$ cat config.mk
export PLATFORM = sky130hd
export DESIGN_NAME = knn_vote
export DESIGN_NICKNAME = d
export VERILOG_FILES = /design/src/rtl/knn_vote.sv
export SDC_FILE = /design/constraint.sdc
export NUM_CORES = 1
export LEC_CHECK = 0
export ABC_AREA = 1
export BUFFER_PORTS_ARGS = -buffer_cell sky130_fd_sc_hd__buf_2
export CAP_MARGIN = 20
export CORE_UTILIZATION = 55
export DETAILED_ROUTE_END_ITERATION = 8
export PLACE_DENSITY = 0.74
export REMOVE_ABC_BUFFERS = 1
export SLEW_MARGIN = 15
export SYNTH_ARGS = -nofsm -noshare
export SYNTH_HDL_FRONTEND = slang
export SYNTH_SLANG_ARGS = --single-unit
$ cat constraint.sdc
create_clock -name clk -period 4 [get_ports clk]
set_clock_uncertainty 0.2 [all_clocks]
set_input_delay 0.6 -clock clk [delete_from_list [all_inputs] [get_ports clk]]
set_output_delay 0.6 -clock clk [all_outputs]
set_load 0.01 [all_outputs]
$ cat src/rtl/knn_vote.sv
// Keeps the K nearest (distance, type) samples sorted and majority-votes their types after L samples.
// Latency: insertion same cycle; result pulses K+1 cycles after the L-th sample edge.
// Backpressure: none; samples arriving while voting are dropped and flagged as overrun.
module knn_vote #(
    parameter int K      = 3,
    parameter int L      = 8,
    parameter int TYPE_W = 4,
    parameter int DIST_W = 32
) (
    input  logic              clk,
    input  logic              rst,
    input  logic              clear,
    input  logic              sample_valid,
    input  logic [DIST_W-1:0] sample_dist,
    input  logic [TYPE_W-1:0] sample_type,
    output logic [TYPE_W-1:0] inferred_type,
    output logic              inference_done,
    output logic [DIST_W-1:0] nearest_dist,
    output logic              busy,
    output logic              overrun
);
    localparam int PW = $clog2(K + 1);
    localparam int IW = (K > 1) ? $clog2(K) : 1;
    localparam int CW = $clog2(L + 1);

    localparam logic [1:0] ST_COLLECT = 2'd0;
    localparam logic [1:0] ST_VOTE    = 2'd1;
    localparam logic [1:0] ST_RESULT  = 2'd2;

    logic [1:0]        state_q, state_d;
    logic [DIST_W-1:0] dist_q [K];
    logic [DIST_W-1:0] dist_d [K];
    logic [TYPE_W-1:0] type_q [K];
    logic [TYPE_W-1:0] type_d [K];
    logic [K-1:0]      vld_q, vld_d;
    logic [CW-1:0]     cnt_q, cnt_d;
    logic [IW-1:0]     vidx_q, vidx_d;
    logic [IW-1:0]     best_idx_q, best_idx_d;
    logic [PW-1:0]     best_cnt_q, best_cnt_d;
    logic [TYPE_W-1:0] inferred_type_q, inferred_type_d;
    logic [DIST_W-1:0] nearest_dist_q, nearest_dist_d;
    logic              done_q, done_d;
    logic              overrun_q, overrun_d;
    logic [PW-1:0]     ins_pos;
    logic [PW-1:0]     cur_cnt;

    always_comb begin
        state_d         = state_q;
        vld_d           = vld_q;
        cnt_d           = cnt_q;
        vidx_d          = vidx_q;
        best_idx_d      = best_idx_q;
        best_cnt_d      = best_cnt_q;
        inferred_type_d = inferred_type_q;
        nearest_dist_d  = nearest_dist_q;
        done_d          = 1'b0;
        overrun_d       = overrun_q;
        for (int i = 0; i < K; i++) begin
            dist_d[i] = dist_q[i];
            type_d[i] = type_q[i];
        end

        // Counting entries <= new distance places equal distances after older ones.
        ins_pos = '0;
        for (int i = 0; i < K; i++) begin
            if (vld_q[i] && (dist_q[i] <= sample_dist)) ins_pos = ins_pos + PW'(1);
        end

        cur_cnt = '0;
        for (int j = 0; j < K; j++) begin
            if (vld_q[j] && (type_q[j] == type_q[vidx_q])) cur_cnt = cur_cnt + PW'(1);
        end

        if (clear) begin
            state_d    = ST_COLLECT;
            vld_d      = '0;
            cnt_d      = '0;
            vidx_d     = '0;
            best_idx_d = '0;
            best_cnt_d = '0;
            overrun_d  = 1'b0;
        end else begin
            case (state_q)
                ST_COLLECT: begin
                    if (sample_valid) begin
                        if (ins_pos < PW'(K)) begin
                            for (int i = K - 1; i > 0; i--) begin
                                if (PW'(i) > ins_pos) begin
                                    dist_d[i] = dist_q[i-1];
                                    type_d[i] = type_q[i-1];
                                    vld_d[i]  = vld_q[i-1];
                                end else if (PW'(i) == ins_pos) begin
                                    dist_d[i] = sample_dist;
                                    type_d[i] = sample_type;
                                    vld_d[i]  = 1'b1;
                                end
                            end
                            if (ins_pos == '0) begin
                                dist_d[0] = sample_dist;
                                type_d[0] = sample_type;
                                vld_d[0]  = 1'b1;
                            end
                        end
                        cnt_d = cnt_q + CW'(1);
                        if (cnt_q == CW'(L - 1)) state_d = ST_VOTE;
                    end
                end
                ST_VOTE: begin
                    // Strict compare: on equal counts the nearer neighbour keeps the win.
                    if (vld_q[vidx_q] && (cur_cnt > best_cnt_q)) begin
                        best_idx_d = vidx_q;
                        best_cnt_d = cur_cnt;
                    end
                    if (vidx_q == IW'(K - 1)) begin
                        inferred_type_d = type_q[best_idx_d];
                        nearest_dist_d  = dist_q[0];
                        done_d          = 1'b1;
                        state_d         = ST_RESULT;
                    end else begin
                        vidx_d = vidx_q + IW'(1);
                    end
                    if (sample_valid) overrun_d = 1'b1;
                end
                ST_RESULT: begin
                    vld_d      = '0;
                    cnt_d      = '0;
                    vidx_d     = '0;
                    best_idx_d = '0;
                    best_cnt_d = '0;
                    state_d    = ST_COLLECT;
                    if (sample_valid) overrun_d = 1'b1;
                end
                default: state_d = ST_COLLECT;
            endcase
        end
    end

    always_ff @(posedge clk) begin
        if (!rst) begin
            state_q         <= ST_COLLECT;
            vld_q           <= '0;
            cnt_q           <= '0;
            vidx_q          <= '0;
            best_idx_q      <= '0;
            best_cnt_q      <= '0;
            inferred_type_q <= '0;
            nearest_dist_q  <= '1;
            done_q          <= 1'b0;
            overrun_q       <= 1'b0;
            for (int i = 0; i < K; i++) begin
                dist_q[i] <= '0;
                type_q[i] <= '0;
            end
        end else begin
            state_q         <= state_d;
            vld_q           <= vld_d;
            cnt_q           <= cnt_d;
            vidx_q          <= vidx_d;
            best_idx_q      <= best_idx_d;
            best_cnt_q      <= best_cnt_d;
            inferred_type_q <= inferred_type_d;
            nearest_dist_q  <= nearest_dist_d;
            done_q          <= done_d;
            overrun_q       <= overrun_d;
            for (int i = 0; i < K; i++) begin
                dist_q[i] <= dist_d[i];
                type_q[i] <= type_d[i];
            end
        end
    end

    assign inferred_type  = inferred_type_q;
    assign inference_done = done_q;
    assign nearest_dist   = nearest_dist_q;
    assign busy           = (state_q != ST_COLLECT);
    assign overrun        = overrun_q;

endmodule

* Word level (Yosys, flattened, before mapping)
Memory sizes are Yosys's and may differ from the RTL's. A register that Yosys moved wholly into a read port is not among the register bits. Index checks and enable logic that the tools add are counted.
Cells by class: add/sub/neg operators 6, $lt $le $gt $ge 8, equality and inequality tests 18, mux-type cells 59, bitwise operators 9, reductions and logical operators 25
Operators with widths (number):
- 96-bit 2-to-1 mux | 4
- 32-bit 2-to-1 mux | 8
- 32-bit <= comparator | 3
- 12-bit 2-to-1 mux | 4
- 4-bit 2-to-1 mux | 9
- 2-bit 2-to-1 mux | 14
- 2-bit case mux with 2 select lines | 4
- 2-bit != test (second input constant) | 7
- 4-bit equality test | 3
- 4-bit AND reduction | 3
- 1-bit 2-to-1 mux | 11
- 2-bit by 1-bit adder with 2-bit output (second input constant) | 5
- 4-bit case mux with 2 select lines | 1
- 2-bit AND reduction | 4
- 1-bit logical AND | 7
- 3-bit 2-to-1 mux | 2
- 3-bit != test (second input constant) | 2
- 1-bit OR | 6
- 3-bit case mux with 2 select lines | 1
- 3-bit AND reduction | 2
- 2-bit nonzero test | 3
- 4-bit by 1-bit adder with 4-bit output (second input constant) | 1
- 2-bit equality test (second input constant) | 2
- 4-bit by 3-bit equality test with 1-bit output (second input constant) | 1
- 14 further kinds | 18
Storage, ports and cells: flip-flop bits (word level) 49, memory bits (writable) 108, input bits 40, word-level logic and storage cells 138, memories 2
Memories:
- dist_q | words 3, width 32, read ports 3, clocked after Yosys merged registers in 0, write ports 3, RTL line 31 | logic [DIST_W-1:0] dist_q [K];
- type_q | words 3, width 4, read ports 5, clocked after Yosys merged registers in 2, write ports 3, RTL line 33 | logic [TYPE_W-1:0] type_q [K];

* Longest topological paths before layout
Gate-level depths: netlist (run 1). An unclocked memory read counts as a cell.
depth after elaboration 16, gate-level depth with buffers 26

* Worst setup path after synthesis (run 1)
No wires, ideal clock.
path kind reg-to-reg, from reg (tool-made name), to reg inferred_type_q[0] (netlist: inferred_type[0]) (read register of type_q), library setup time 0.132 ns, data arrival time 3.103 ns, slack 0.565 ns, cell stages (with the launch flop) 18, path buffers 0, cells stage by stage dfxtp_1 -> inv_1 -> o21ai_0 -> xor2_1 -> o2111ai_1 -> nor3_1 -> ha_1 -> xnor2_1 -> inv_1 -> ha_1 -> nand2_1 -> inv_1 -> a2111oi_2 -> nand2_1 -> o21ai_1 -> nand2_1 -> o211ai_1 -> a31oi_1
RTL lines:
- end, declared | RTL line 40 | logic [TYPE_W-1:0] inferred_type_q, inferred_type_d;

==> results.json, run 1 <==
{
  "setup-tns-final_ns": 0,
  "hold_path.class": "in -> reg",
  "finalMaxSlewViolations": 0,
  "antenna_found_initial": 0,
  "grt_pass1_vias": 7944,
  "r2r_start": "type_q[0][3]",
  "met3_usage": 0.04360,
  "placed_cell_area_mm2": 0.009879,
  "die-area_mm2": 0.01721,
  "dp_slack_ns": -0.1398,
  "ys_seq_area_frac": 0.3556,
  "max-slew-margin-rel": 0.4516,
  "cts.hold.buffers_added": 0,
  "p_leak_nw": 4.886,
  "dr.pass1.iters": 5,
  "setup_viol": 0,
  "worst_slew_pin_slew_ns": 0.8226,
  "ys_types": 40,
  "cts.clk_slew.worst_paths_ns": 0.07,
  "status": "finished clean",
  "post-dp-hpwl_mm": 16.20,
  "crit_fanout": 5,
  "met1_usage": 0.3616,
  "hold_viol": 0,
  "design_area_mm2": 0.01052,
  "peakVddDrop_uv": 323.1,
  "power.density_mw_per_mm2": 398.9,
  "wl_mm": 23.22,
  "ioPinCount": 79,
  "rr_worst_depth": 20,
  "setup_slack_ns": 0.2823,
  "fmax_ghz": 0.2690,
  "period_share": 0.9294,
  "cts_buffers": 17,
  "netlist_instances": 1252,
  "antenna_cells": 0,
  "cts_tree": "built",
  "timing.rr.end": "inferred_type[3]",
  "rsz0062_at_grt": "true",
  "gr-total-overflow": 0,
  "drt_iter0_drc": 634,
  "cts_buffer_depth": 2,
  "place_congestion": 0.9016,
  "worst_setup_path_start_kind": "flip-flop",
  "core_mm2": 0.01606,
  "grt-busiest-layer": "met2",
  "synth_warnings": 0,
  "grt_max_degree": 87,
  "worst-endpoint-arrival_ns": 3.87,
  "syn_area_mm2": 0.009178,
  "critPathCaptureType": "flip-flop",
  "wire_per_inst_um": 14.91,
  "cap_violations": 0,
  "ys_ff_latch": 163,
  "critical_path_class": "reg -> reg",
  "row_count": 46,
  "vias": 8587,
  "htreeDepth": 4,
  "clock_latency_ns": 0.43,
  "portBuffers": 78,
  "synthArstFlopShare": 0,
  "area_growth_pct": 14.64,
  "worstPathRequired_ns": 4.15,
  "die-width_um": 131.2,
  "min_period_ns": 3.718,
  "total_power_mw": 4.197,
  "cts.sinks": 163,
  "ff2ff_setup_slack_ns": 0.28,
  "ant_nets": 0,
  "start_util": 0.5715,
  "synth_edf_count": 0,
  "drive_gt1_frac": 0.1201,
  "crit_path_end": "inferred_type[3]",
  "startpoint": "type_q[0][3]",
  "cts_root_buf": "clkbuf_16",
  "grt_pass1_wl_mm": 38.82,
  "grt_usage": 0.2762,
  "synth-main-ff-cell": "dfxtp_1",
  "final_nets": 1475,
  "avgSynthCellArea_um2": 7.330,
  "via_per_inst": 5.515,
  "drcViolationCount": 0,
  "fp.dieH_um": 131.2,
  "grt_util_met2": 0.4616
}
-- what timing repair did --
action,CTS,global route
resized for setup,0,6
setup endpoints to repair,0,12
setup buffers,0,0
-- cell type report --
class / instances / area [um2]
fill: 1415 / 5537
multi-input combinational: 890 / 5134
sequential: 163 / 3263
timing repair buffer: 116 / 715.7
inverter: 140 / 525.5
clock buffer: 21 / 460.4
tap: 216 / 270.3
clock inverter: 11 / 152.6
-- cell usage in the layout, fill, tap and decap left out, types with 2 or more instances in the layout --
cell and n:
nor3_2 3, a211oi_1 3, o22ai_1 14, bufinv_16 3, nand3b_1 2, nand3_1 43
a21oi_1 180, nor2_1 40, clkbuf_1 2, o2111ai_1 3, dfxtp_1 163, inv_1 137
ha_1 107, clkbuf_16 17, nor3b_1 2, nand4_1 12, buf_12 3, o21ai_0 150
o21ai_1 33, nand2_1 245, nand2_2 5, o211ai_1 7, o21bai_1 8, buf_2 77
nor3_1 4, o21a_1 3, clkinv_1 2, xor2_1 6, clkbuf_8 2, nor4_1 2
buf_4 36, xnor2_1 2, clkinvlp_4 3, a21o_1 2, a31oi_1 5, clkinv_4 3
-- power breakdown --
part           internal, mW  switching, mW
Combinational         0.265          0.433
Sequential             1.71         0.0811
Clock                  1.02          0.684
-- cell usage after synthesis, drive strengths merged, types with 2 or more instances --
cell type / number / share of area
a21oi: 180 / 0.098
o22ai: 14 / 0.0095
clkinv: 2 / 0.00082
a21o: 2 / 0.0016
nand4: 12 / 0.0082
nor3: 7 / 0.0038
nand3: 43 / 0.023
a31oi: 5 / 0.0034
xor2: 6 / 0.0057
dfxtp: 163 / 0.36
ha: 107 / 0.15
clkbuf: 34 / 0.014
nor4: 3 / 0.0020
nand3b: 2 / 0.0016
o211ai: 7 / 0.0057
nor2: 41 / 0.018
nand2: 250 / 0.10
o21bai: 8 / 0.0065
o21a: 3 / 0.0025
buf: 25 / 0.017
o2111ai: 3 / 0.0029
nor3b: 2 / 0.0016
a211oi: 3 / 0.0025
o21ai: 184 / 0.10
inv: 138 / 0.056
xnor2: 2 / 0.0019
-- how the worst min path moves through the flow --
| stage | start | endpoint | slack (ns) | cells after the start |
|---|---|---|---|---|
| final | sample_type[0] | type_q[0][0] | 0.24 | 3 |
| after global routing | sample_type[2] | type_q[0][2] | 0.25 | 3 |
| after CTS | sample_type[0] | type_q[0][0] | 0.23 | 3 |
| after detailed placement | nearest_dist[3] | nearest_dist[3] | 0.24 | 2 |
| after global placement | nearest_dist[1] | nearest_dist[1] | 0.23 | 2 |
| after floorplan | dist_q[0][84] | dist_q[0][84] | 0.23 | 2 |
-- routing by layer --
layer | up-vias | wire length, um
met5 | - | 0
met4 | 0 | 436
met3 | 35 | 1075
met2 | 225 | 10840
met1 | 3923 | 10870
li1 | 4404 | -
-- flip-flops by register name, indices dropped and copies added, names as in the netlist, 3 cells and up, named ones only --
register and flops:
cnt_q 4, dist_q 96, inferred_type 4, nearest_dist 32
type_q 12, vld_q 3
-- logic make-up (layout without fill, tap and decap cells) --
| logic type | count (synthesis) | count (layout) | share of synthesized area |
|---|---|---|---|
| buf+inv | 199 | 288 | 0.08875 |
| compound gates | 413 | 413 | 0.2389 |
| fa+ha+maj | 107 | 107 | 0.1459 |
| simple gates | 362 | 362 | 0.1633 |
| xor+xnor | 8 | 8 | 0.007635 |
| flops | 163 | 163 | 0.3556 |
-- stage by stage --
step | hold WS [ns] | util | std cells
3_5_place_dp | 0.2369 | 0.6152 | 1525
2_1_floorplan | 0.2268 | - | 1193
6_report | 0.2406 | 0.6552 | 1557
3_3_place_gp | 0.2340 | 0.6152 | 1525
4_1_cts | 0.2289 | 0.6534 | 1557
5_1_grt | 0.2513 | 0.6552 | 1557
-- worst max-delay path, cell delays in order (launching register included) --
cell and delay (ns):
dfxtp_1 0.36, inv_1 0.08, a21oi_1 0.12, o21ai_0 0.11
o21ai_0 0.09, buf_4 0.15, xor2_1 0.15, o2111ai_1 0.17
nor3_2 0.20, ha_1 0.28, xnor2_1 0.19, inv_1 0.06
ha_1 0.18, o21bai_1 0.16, o31ai_1 0.12, a2111oi_4 0.30
or2_2 0.18, nand2_1 0.09, inv_1 0.18, nand2_1 0.08
a31oi_1 0.18
No activity file was read; power rests on OpenSTA's default activity.
==> run 2: changes to the inputs <==
Settings changed: ABC_CLOCK_PERIOD_IN_PS set to 4200.
Clock period 4 ns to 4.2 ns, I/O delays scaled along.
==> results.json, run 2 (synthesis results as in run 1) <==
{
  "dr.pass1.iters": 7,
  "cts_setup_buffers": 0,
  "critical_path.top_delay_family": "compound AO/OA/AOI/OAI gates",
  "critical_path_class": "reg -> reg",
  "mostFrequentLayoutCells": "nand2_1 (245), a21oi_1 (180), dfxtp_1 (163)",
  "worst_slew_pin_slew_ns": 0.8665,
  "grt_pass1_vias": 8135,
  "peakVddDrop_uv": 324.8,
  "start_util": 0.5715,
  "wire_per_inst_um": 15.13,
  "area_growth_pct": 13.47,
  "critPathCaptureType": "flip-flop",
  "gr-total-overflow": 0,
  "final_common_cell": "nand2_1",
  "portBuffers": 78,
  "clock_latency_ns": 0.44,
  "crit_fanout": 5,
  "setup_viol": 0,
  "min_period_ns": 3.792,
  "drcViolationCount": 0,
  "period_share": 0.9029,
  "cts_root_buf": "clkbuf_16",
  "power.density_mw_per_mm2": 386.8,
  "p_int_mw": 2.874,
  "antenna_found_initial": 0,
  "cts_tree": "built",
  "antenna_cells": 0,
  "place_congestion": 0.8831,
  "total_power_mw": 4.028,
  "max-slew-margin-rel": 0.4223,
  "seqPwrFrac": 0.424,
  "row_count": 46,
  "fmax_ghz": 0.2637,
  "path_buf_inv": 4,
  "ant_nets": 0,
  "cts.sinks": 163,
  "clockPowerShare": 0.414,
  "grt_pass1_wl_mm": 39.16,
  "largest_reg_flops": 96,
  "cts_buffers": 17,
  "crit_path_max_incr_delay_ns": 0.43,
  "drive_gt1_frac": 0.1123,
  "p_leak_nw": 4.822,
  "htreeDepth": 4,
  "vias": 8538,
  "cap_violations": 0,
  "die-area_mm2": 0.01721,
  "path_cells": "inv_1 > o21ai_0 > xnor2_1 > nand4_1 > nor3_1 > ha_1 > xnor2_1 > inv_1 > ha_1 > nand2_1 > inv_1 > a2111oi_4 > or2_2 > nand2_1 > inv_2 > nand2_1 > a31oi_1",
  "hold_viol": 0,
  "grt_max_degree": 92,
  "post-dp-hpwl_mm": 15.95,
  "final_nets": 1461,
  "finalMaxSlewViolations": 0,
  "cts.clk_slew.worst_paths_ns": 0.06,
  "worst-endpoint-arrival_ns": 3.96,
  "wl_mm": 23.34,
  "hold_path.class": "in -> reg",
  "placed_cell_area_mm2": 0.009762,
  "design_area_mm2": 0.01041,
  "rsz0062_at_grt": "false",
  "fp.dieH_um": 131.2,
  "critPathSlowestCell": "dfxtp_1",
  "worst_setup_path_start_kind": "flip-flop",
  "via_per_inst": 5.533,
  "swShare": 0.2864,
  "p_comb_frac": 0.161,
  "utilization": 0.6485,
  "ioPinCount": 79,
  "status": "finished clean",
  "setup-tns-final_ns": 0,
  "largest_register": "dist_q",
  "p_sw_mw": 1.154,
  "drt_iter0_drc": 615,
  "cts_buffer_depth": 2,
  "worstPathRequired_ns": 4.37,
  "core_mm2": 0.01606,
  "die-width_um": 131.2,
  "grt_usage": 0.2792
}
run 2: cell types whose count changed in the layout (fill, tap and decap cells not counted), moves of 2 or more:
cell / delta
buf_4: -13
clkbuf_1: -2
clkbuf_8: +2
o21ai_1: -2
run 2: path summary, 6_finish.rpt:
kind	start	end	cells after the start	slack (ns)
hold reg to reg	dist_q[0][90]	dist_q[0][90]	2	0.25
hold / removal	sample_type[3]	type_q[0][3]	3	0.25
setup / recovery	flip-flop	inferred_type[3]	17	0.41
setup reg to reg	flip-flop	inferred_type[3]	17	0.41
run 2: cell type report:
type / count / area, um2
clock buffer: 21 / 480.5
timing repair buffer: 102 / 598.1
inverter: 140 / 525.5
sequential: 163 / 3263
fill: 1403 / 5644
tap: 216 / 270.3
clock inverter: 11 / 150.1
multi-input combinational: 890 / 5126
run 2: power groups by stage:
stage	clock (mW)	sequential (mW)	combinational, mW
floorplan	0	1.72	0.435
global placement	0	1.74	0.621
detailed placement	0	1.74	0.636
CTS	1.67	1.71	0.643
global route	1.75	1.72	0.745
finish	1.67	1.71	0.650
run 2: timing repair:
item	CTS	global route
hold buffers	0	0
gates resized for setup	0	5
endpoints found under the setup margin	0	6
run 2: layer usage:
metal | vias up | part of all wire | track usage
met4 | 0 | 0.025 | 0.1078
met2 | 253 | 0.47 | 0.4702
met3 | 53 | 0.056 | 0.05440
met5 | - | 0 | 0
met1 | 3861 | 0.45 | 0.3503
li1 | 4371 | - | -
run 2: metrics by stage:
stage | setup slack (ns) | std cells | hold slack, ns
detailed placement | 0.1960 | 1511 | 0.2372
finish | 0.4078 | 1543 | 0.2480
global placement | 0.2706 | 1511 | 0.2334
floorplan | -0.5833 | 1193 | 0.2268
global route | 0.03008 | 1543 | 0.2623
CTS | 0.1383 | 1543 | 0.2506
run 2: worst reg2reg max path: stages (launching register included):
cell	delay [ns]
dfxtp_1	0.43
inv_1	0.12
o21ai_0	0.38
xnor2_1	0.21
nand4_1	0.13
nor3_1	0.21
ha_1	0.29
xnor2_1	0.19
inv_1	0.06
ha_1	0.27
nand2_1	0.06
inv_1	0.06
a2111oi_4	0.38
or2_2	0.18
nand2_1	0.15
inv_2	0.16
nand2_1	0.08
a31oi_1	0.17
